### src/rtl/mc_datapath.sv
// mc_datapath: multi-cycle processor datapath (PC, IR, register file, ALU,
// A/B/ALUOUT/MDR) sequenced by an external control FSM, with a shared
// req/ack memory port driven by an internal two-state transaction FSM.
// Optional feature: define MC_DATAPATH_ZERO_R0_EN to hardwire register 0 to zero.
module mc_datapath #(
  parameter int RF_AW  = 5,
  parameter int MEM_AW = 10
) (
  input  logic              clk,
  input  logic              reset,
  input  logic              pc_sel,
  input  logic              pc_lden,
  input  logic              ab_lden,
  input  logic              rf_b_sel,
  input  logic              alu_bin_sel,
  input  logic [3:0]        alu_func,
  input  logic              alu_lden,
  input  logic              rf_wren,
  input  logic              rf_wrdata_sel,
  input  logic [1:0]        mem_op,
  output logic              mem_req,
  output logic              mem_we,
  output logic [MEM_AW-1:0] mem_addr,
  output logic [31:0]       mem_wdata,
  input  logic [31:0]       mem_rdata,
  input  logic              mem_ack,
  output logic              mem_busy,
  output logic              mem_done,
  output logic [31:0]       instr,
  output logic [31:0]       pc,
  output logic              zero,
  output logic              ovf
);

  localparam int RF_DEPTH = 1 << RF_AW;

  localparam logic [1:0] OP_FETCH = 2'b01;
  localparam logic [1:0] OP_LOAD  = 2'b10;
  localparam logic [1:0] OP_STORE = 2'b11;

  typedef enum logic {
    IDLE,
    REQ
  } xact_state_t;

  // Architectural and inter-stage registers
  logic [31:0] pc_q, pc_d;
  logic [31:0] ir_q, ir_d;
  logic [31:0] a_q, a_d;
  logic [31:0] b_q, b_d;
  logic [31:0] aluout_q, aluout_d;
  logic [31:0] mdr_q, mdr_d;
  logic        zero_q, zero_d;
  logic        ovf_q, ovf_d;
  logic [31:0] rf_q [RF_DEPTH];
  logic [31:0] rf_d [RF_DEPTH];

  // Transaction FSM state and the request fields it holds for the whole REQ
  xact_state_t       state_q, state_d;
  logic [1:0]        op_q, op_d;
  logic [MEM_AW-1:0] addr_q, addr_d;
  logic              we_q, we_d;
  logic [31:0]       wdata_q, wdata_d;
  logic              done_q, done_d;

  // Instruction fields; bits above RF_AW in the register fields are dropped
  logic [4:0]        rs_f, rd_f, rt_f;
  logic [RF_AW-1:0]  rs_idx, rd_idx, rt_idx, rb_idx;
  logic [31:0]       immed;
  logic [31:0]       rf_rd_a, rf_rd_b, rf_wr_data;
  logic [31:0]       alu_a, alu_b, alu_res;
  logic              alu_ovf;
  logic [31:0]       pc_plus4;

  assign rs_f   = ir_q[25:21];
  assign rd_f   = ir_q[20:16];
  assign rt_f   = ir_q[15:11];
  assign rs_idx = rs_f[RF_AW-1:0];
  assign rd_idx = rd_f[RF_AW-1:0];
  assign rt_idx = rt_f[RF_AW-1:0];
  assign rb_idx = rf_b_sel ? rd_idx : rt_idx;
  assign immed  = {{16{ir_q[15]}}, ir_q[15:0]};

  // Asynchronous register-file reads (old value is seen during a same-cycle write)
  always_comb begin
    rf_rd_a = rf_q[rs_idx];
    rf_rd_b = rf_q[rb_idx];
`ifdef MC_DATAPATH_ZERO_R0_EN
    if (rs_idx == '0) rf_rd_a = 32'd0;
    if (rb_idx == '0) rf_rd_b = 32'd0;
`endif
  end

  // Register-file write port: rd gets ALUOUT or MDR
  always_comb begin
    rf_d       = rf_q;
    rf_wr_data = rf_wrdata_sel ? mdr_q : aluout_q;
    if (rf_wren) begin
`ifdef MC_DATAPATH_ZERO_R0_EN
      if (rd_idx != '0) rf_d[rd_idx] = rf_wr_data;
`else
      rf_d[rd_idx] = rf_wr_data;
`endif
    end
  end

  // ALU: overflow is only meaningful for signed add/sub
  always_comb begin
    alu_a   = a_q;
    alu_b   = alu_bin_sel ? immed : b_q;
    alu_res = 32'd0;
    alu_ovf = 1'b0;
    case (alu_func)
      4'd0: begin
        alu_res = alu_a + alu_b;
        alu_ovf = (alu_a[31] == alu_b[31]) && (alu_res[31] != alu_a[31]);
      end
      4'd1: begin
        alu_res = alu_a - alu_b;
        alu_ovf = (alu_a[31] != alu_b[31]) && (alu_res[31] != alu_a[31]);
      end
      4'd2:    alu_res = alu_a & alu_b;
      4'd3:    alu_res = alu_a | alu_b;
      4'd4:    alu_res = ~alu_a;
      4'd5:    alu_res = {alu_a[31], alu_a[31:1]};
      4'd6:    alu_res = {1'b0, alu_a[31:1]};
      4'd7:    alu_res = {alu_a[30:0], 1'b0};
      4'd8:    alu_res = {alu_a[30:0], alu_a[31]};
      4'd9:    alu_res = {alu_a[0], alu_a[31:1]};
      default: alu_res = 32'd0;
    endcase
  end

  // Next values of the control-driven registers (PC, A, B, ALUOUT, flags)
  always_comb begin
    pc_plus4 = pc_q + 32'd4;
    pc_d     = pc_q;
    a_d      = a_q;
    b_d      = b_q;
    aluout_d = aluout_q;
    zero_d   = zero_q;
    ovf_d    = ovf_q;
    if (pc_lden) pc_d = pc_sel ? (pc_plus4 + {immed[29:0], 2'b00}) : pc_plus4;
    if (ab_lden) begin
      a_d = rf_rd_a;
      b_d = rf_rd_b;
    end
    if (alu_lden) begin
      aluout_d = alu_res;
      zero_d   = (alu_res == 32'd0);
      ovf_d    = alu_ovf;
    end
  end

  // Transaction FSM: latch request in IDLE, wait for ack in REQ, then pulse done
  always_comb begin
    state_d = state_q;
    op_d    = op_q;
    addr_d  = addr_q;
    we_d    = we_q;
    wdata_d = wdata_q;
    done_d  = 1'b0;
    ir_d    = ir_q;
    mdr_d   = mdr_q;
    case (state_q)
      IDLE: begin
        if (mem_op != 2'b00) begin
          state_d = REQ;
          op_d    = mem_op;
          addr_d  = (mem_op == OP_FETCH) ? pc_q[MEM_AW+1:2] : aluout_q[MEM_AW+1:2];
          we_d    = (mem_op == OP_STORE);
          wdata_d = b_q;
        end
      end
      REQ: begin
        if (mem_ack) begin
          state_d = IDLE;
          done_d  = 1'b1;
          we_d    = 1'b0;
          if (op_q == OP_FETCH) ir_d = mem_rdata;
          else if (op_q == OP_LOAD) mdr_d = mem_rdata;
        end
      end
      default: state_d = IDLE;
    endcase
  end

  // State register for all datapath and transaction flops
  always_ff @(posedge clk or posedge reset) begin
    if (reset) begin
      pc_q     <= 32'd0;
      ir_q     <= 32'd0;
      a_q      <= 32'd0;
      b_q      <= 32'd0;
      aluout_q <= 32'd0;
      mdr_q    <= 32'd0;
      zero_q   <= 1'b0;
      ovf_q    <= 1'b0;
      for (int i = 0; i < RF_DEPTH; i++) rf_q[i] <= 32'd0;
      state_q  <= IDLE;
      op_q     <= 2'b00;
      addr_q   <= '0;
      we_q     <= 1'b0;
      wdata_q  <= 32'd0;
      done_q   <= 1'b0;
    end else begin
      pc_q     <= pc_d;
      ir_q     <= ir_d;
      a_q      <= a_d;
      b_q      <= b_d;
      aluout_q <= aluout_d;
      mdr_q    <= mdr_d;
      zero_q   <= zero_d;
      ovf_q    <= ovf_d;
      rf_q     <= rf_d;
      state_q  <= state_d;
      op_q     <= op_d;
      addr_q   <= addr_d;
      we_q     <= we_d;
      wdata_q  <= wdata_d;
      done_q   <= done_d;
    end
  end

  assign mem_req   = (state_q == REQ);
  assign mem_busy  = (state_q == REQ);
  assign mem_we    = we_q;
  assign mem_addr  = addr_q;
  assign mem_wdata = wdata_q;
  assign mem_done  = done_q;
  assign instr     = ir_q;
  assign pc        = pc_q;
  assign zero      = zero_q;
  assign ovf       = ovf_q;

endmodule

### config.mk
export PLATFORM = sky130hd
export DESIGN_NAME = mc_datapath
export DESIGN_NICKNAME = d
export VERILOG_FILES = /design/src/rtl/mc_datapath.sv
export SDC_FILE = /design/constraint.sdc
export NUM_CORES = 2
export LEC_CHECK = 0
export CAP_MARGIN = 5
export CELL_PAD_IN_SITES_DETAIL_PLACEMENT = 1
export CELL_PAD_IN_SITES_GLOBAL_PLACEMENT = 2
export CORE_ASPECT_RATIO = 1.1
export CORE_MARGIN = 2
export CORE_UTILIZATION = 28
export DETAILED_ROUTE_END_ITERATION = 16
export GPL_TIMING_DRIVEN = 0
export PLACE_DENSITY = 0.58
export SLEW_MARGIN = 20
export SYNTH_ARGS = -nofsm -noshare
export SYNTH_HDL_FRONTEND = slang
export SYNTH_SLANG_ARGS = --single-unit
### constraint.sdc
create_clock -name clk -period 54.2 [get_ports clk]
set_clock_uncertainty 0.05 [all_clocks]
set_input_delay 10.84 -clock clk [delete_from_list [all_inputs] [get_ports clk]]
set_output_delay 10.84 -clock clk [all_outputs]
set_load 0.02 [all_outputs]
# [Yosys cells after proc, flatten, opt, wreduce, memory -nomap -nowiden]
# Cells that the tools add are included.
[classes] muxes=24 n_addsub=4 n_bitwise=8 eq_ne=19 magnitude_cmp=4 reduce_logical=10
[ops] operator="1024-bit bitwise mux" count=1
[ops] operator="32-bit binary-select mux with 5-bit select" count=2
[ops] operator="32-bit one-hot mux with 10 select lines" count=1
[ops] operator="32-bit two-way mux" count=8
[ops] operator="32-bit demux with 5-bit select" count=1
[ops] operator="32-bit adder" count=2
[ops] operator="32-bit by 3-bit adder with 32-bit output, second input constant" count=1
[ops] operator="32-bit AND" count=1
[ops] operator="32-bit logical NOT" count=1
[ops] operator="32-bit NOT" count=1
[ops] operator="32-bit bitwise OR" count=1
[ops] operator="32-bit subtractor" count=1
[ops] operator="6-bit greater-or-equal comparator, second input constant" count=3
[ops] operator="5-bit NOT with 6-bit output" count=3
[ops] operator="4-bit by 3-bit equality test with 1-bit output, second input constant" count=4
[ops] operator="10-bit two-way mux" count=1
[ops] operator="4-bit by 2-bit equality test with 1-bit output, second input constant" count=2
[ops] operator="4-bit equality test, second input constant" count=2
[ops] operator="6-bit by 1-bit < comparator with 1-bit output, second input constant" count=1
[ops] operator="1-bit two-way mux" count=6
[ops] operator="1-bit one-hot mux with 2 select lines" count=3
[ops] operator="5-bit two-way mux" count=1
[ops] operator="2-bit by 1-bit equality test with 1-bit output, second input constant" count=2
[ops] operator="2-bit equality test, second input constant" count=2
[ops] operator="11 further kinds" count=18
[word_totals] out_inout_bits=112 register_bits=1265

# [Longest topological paths before layout]
[depth] depth_word=6 ltp_mapped=21 ltp_nobuf=21

# [Worst setup path before layout]
# Ideal clock, no wire load.
[synth_timing] kind="input -> register" startpoint="input alu_bin_sel" endpoint="register zero_q, in the netlist zero" path_slack_ns=39.441 path_buffers=3 setup_ns=0.095 cell_stages=16 arrival_time_ns=14.614 t_required_ns=54.055 cell_sequence="clkbuf_1 clkbuf_1 mux2i_1 ha_1 buf_2 a2111oi_0 o21ai_1 o211ai_1 a311oi_2 nor2_1 mux2_2 a211oi_1 o2111ai_1 nor3_1 nand4_1 o32ai_2"
[synth_via] elab_chain_cells=4
[synth_lines] item="from (decl)" line_no="15" rtl="input logic alu_bin_sel,"
[synth_lines] item="32-bit two-way mux *" line_no="110" rtl="alu_b = alu_bin_sel ? immed : b_q;"
[synth_lines] item="32-bit subtractor, or another cell as far along" line_no="119" rtl="alu_res = alu_a - alu_b;"
[synth_lines] item="32-bit one-hot mux with 10 select lines *" line_no="113" rtl="case (alu_func)"
[synth_lines] item="32-bit logical NOT *" line_no="150" rtl="zero_d = (alu_res == 32'd0);"
[synth_lines] item="to (signal assigned)" line_no="213" rtl="zero_q <= zero_d;"
[synth_lines] item="to (decl)" line_no="53" rtl="logic zero_q, zero_d;"
# Every way passes the cells marked *; elsewhere a longest branch is shown, timed or not.
# A chain may end at the register's enable or synchronous reset.

# [Worst setup path after layout]
# Same ends and word-level chain as after synthesis.

==> flow_summary.yaml <==
status:
  outcome: "finished, final reports clean"
worst_setup_path:
  worstSetupPathType: "in2reg"
  cp.arrival_ns: 17.25
  worstPathRequired_ns: 54.87
  endpoint_kind: "flop"
  path_max_fanout: 10
  crit_path_start_kind: "input port"
floorplan:
  core_area_mm2: 0.249
  start_util_pct: 28.1
  io_pins: 161
  rows: 192
  die_w_um: 480
  fp.dieArea_mm2: 0.254
  dieHeight_um: 528
cts:
  cts-root-buf: "clkbuf_16"
  cts_buffer_depth: 3
  cts_tree: "done"
  path_clk_slew_ns: 0.05
  ctsHoldBuffers: 0
  htreeDepth: 4
  numCtsBuffers: 153
  numClockSinks: 1263
  post_cts.repair.setup_buffers: 0
  post_cts_resized: 0
  insertion_delay_ns: 0.84
global_route:
  overflow: 0
  grt_pass1_vias: 61300
  grt_pass1_wl_um: 462000
  grt_max_degree: 99
  grt_usage_pct: 25.3
  antenna_found_initial: 15
drt:
  first_pass_iters: 6
  routed_wl_um: 323000
  drc: 0
  avgViaCountPerCell: 5.52
  drtIter0Drc: 4655
  final_antenna_net_count: 0
  num_vias: 57800
  wire_per_inst_um: 30.9
sta:
  whs_ns: 0.430
  finalCritPeriodShare_pct: 30.6
  period_minus_slack_ns: 16.58
  final.setup.worst_slack_ns: 37.62
  setup_viol: 0
  hold_viol_final: 0
  slew_headroom_pct: 16.7
  worst_pin_slew_ns: 1.23
  slew_viol_final: 0
  rsz0062_at_grt: "no"
  achievable-frequency_ghz: 0.0603
  setup_tns_ns: 0
pwr:
  ir_worst_vdd_v: 0.0000418
  powerDensity_mw_per_mm2: 75.9
  internal_power_mw: 3.31
  seqPwrFrac_pct: 28.8
  p_clk_share_pct: 17.8
  p_leak_nw: 33.9
  switching_power_mw: 2.89
  swShare_pct: 46.5
  combPwrFrac_pct: 53.5
logic_synthesis:
  synth_top_family_by_area: "multiplexers"
  synth_xor_area_share_pct: 0.877
  syn_avg_cell_area_um2: 10.4
  ys_types: 97
  synth_area_mm2: 0.0699
  synthSimpleGateAreaFrac_pct: 11.8
  synth_compound_area_share_pct: 14.1
  synth_edf_count: 0
  synth-adder-area-share_pct: 2.48
  synth_seq_area_share_pct: 45.2
  synthFlopType: "dfrtp_1"
  synthArstFlopShare_pct: 100
  yosysWarnings: 0
  yosys_register_bits: 1263
  synthMuxAreaShare_pct: 21.5
  syn_inst: 6692
cells_and_area:
  nets: 7211
  area.growth.synth_to_final_pct: 16.8
  drive_above_1_share_pct: 15.4
  fin_cells: 10500
  fin_area_mm2: 0.0817
placement:
  port-buffer-count: 151
  dp_hpwl_um: 259000
  placed_area_mm2: 0.0763
  dp_cells: 10200
  place_ws_ns: 36.80
  gp_congestion: 0.905
hold_path:
  hp-class: "reg2reg"
job:
  cap_violations: 0
[layer usage]
layer  GRT usage (%)  routed length [um]  vias up
met5               0                  27        -
met4            8.64               11600        4
met3            3.34               14800      397
met2            43.1              159000     1727
met1            32.8              138000    30700
li1                -                   -    24900
[worst max-delay path: stages]
cell and delay (ns):
clkbuf_1 0.67, clkbuf_1 0.90, mux2i_1 0.41, ha_1 0.34
buf_2 0.21, a2111oi_0 0.55, o21ai_1 0.22, o211ai_1 0.35
a311oi_2 0.34, nor2_1 0.39, mux2_2 0.38, a211oi_1 0.65
o2111ai_1 0.27, nor3_1 0.31, nand4_1 0.16, o32ai_2 0.22
[per-stage QoR]
step / power, mW / utilization, %
detailed placement: 5.07 / 30.7
global route: 6.54 / 32.8
finish: 6.20 / 32.9
CTS: 6.20 / 32.8
floorplan: 3.68 / -
global placement: 4.98 / 30.4
[power groups by stage]
stage	Sequential (mW)	Combinational, mW	Clock (mW)
5_1_grt	1.83	3.54	1.16
2_1_floorplan	1.65	2.02	0
3_3_place_gp	1.76	3.21	0
6_report	1.78	3.31	1.10
4_1_cts	1.77	3.30	1.13
3_5_place_dp	1.79	3.28	0
[final timing paths]
| kind | slack (ns) | from | end | cells past startpoint |
|---|---|---|---|---|
| max | 37.62 | alu_bin_sel | zero | 16 |
| min | 0.43 | mem_wdata[27] | mem_wdata[27] | 2 |
| max reg2reg | 48.29 | instr[15] | zero | 15 |
| min reg2reg | 0.43 | mem_wdata[27] | mem_wdata[27] | 2 |
| max in group asynchronous | 41.42 | reset | rf_q[64] | 6 |
| min in group asynchronous | 10.39 | reset | mem_wdata[23] | 2 |
[cells in the final DEF (no fill, tap or decap), drive strengths merged, types with 104 or more instances in the layout]
cell	instances
mux2i	104
mux4	576
clkdlybuf4s50	151
a21oi	739
inv	152
nand3	108
buf	124
dfrtp	1263
nor2	738
o21ai	622
nand2	902
ha	134
clkbuf	707
[sequential cells by signal (all words and copies together), names as in the netlist]
register / count
op_q: 2
rf_q: 1024
aluout_q: 32
mem_we: 1
mem_busy: 1
b_q: 32
instr: 32
mem_done: 1
mem_wdata: 32
mem_addr: 10
mdr_q: 32
pc: 30
a_q: 32
zero: 1
ovf: 1
[cell type report]
class                      count  area (um^2)
tap                         3298         4130
sequential                  1263        31600
timing repair buffer         177         2120
buffer                       585         2320
inverter                     149          567
fill                       27700       167000
clock buffer                 220         4520
multi-input combinational   4696        35600
clock inverter                63          793
antenna                       11         27.5
[cell families after synthesis]
| group | after synthesis |
|---|---|
| AOI/OAI and AO/OA | 1730 |
| and+or+nand+nor | 1986 |
| xor gates and xnor gates | 70 |
| other | 1 |
| buffers and inverters | 734 |
| muxes | 771 |
| adders and majority gates | 137 |
| DFF | 1263 |
[cells in the mapped netlist, drive strengths merged (11+ instances only)]
master | n | area share (%)
dfrtp | 1263 | 45
o31ai | 14 | 0.16
o211ai | 11 | 0.12
inv | 146 | 0.78
a31oi | 48 | 0.43
nor2 | 738 | 4.0
buf | 98 | 0.62
a21o | 26 | 0.28
a21oi | 739 | 5.3
mux2i | 104 | 1.5
nor4 | 11 | 0.11
clkbuf | 487 | 2.6
mux2 | 91 | 1.5
a221oi | 12 | 0.16
a211oi | 18 | 0.23
o21bai | 16 | 0.17
xor2 | 28 | 0.35
nand3 | 108 | 0.77
nand2 | 902 | 4.8
o21ai | 622 | 4.5
nor3 | 35 | 0.25
a311oi | 35 | 0.45
nand2b | 25 | 0.22
o22ai | 14 | 0.13
a221o | 22 | 0.31
nor2b | 22 | 0.20
mux4 | 576 | 19
nand4 | 12 | 0.11
a22oi | 24 | 0.26
and3 | 67 | 0.60
ha | 134 | 2.4
a22o | 13 | 0.16
o221ai | 23 | 0.29
xnor2 | 42 | 0.53
(Power assumes the default switching activity.)
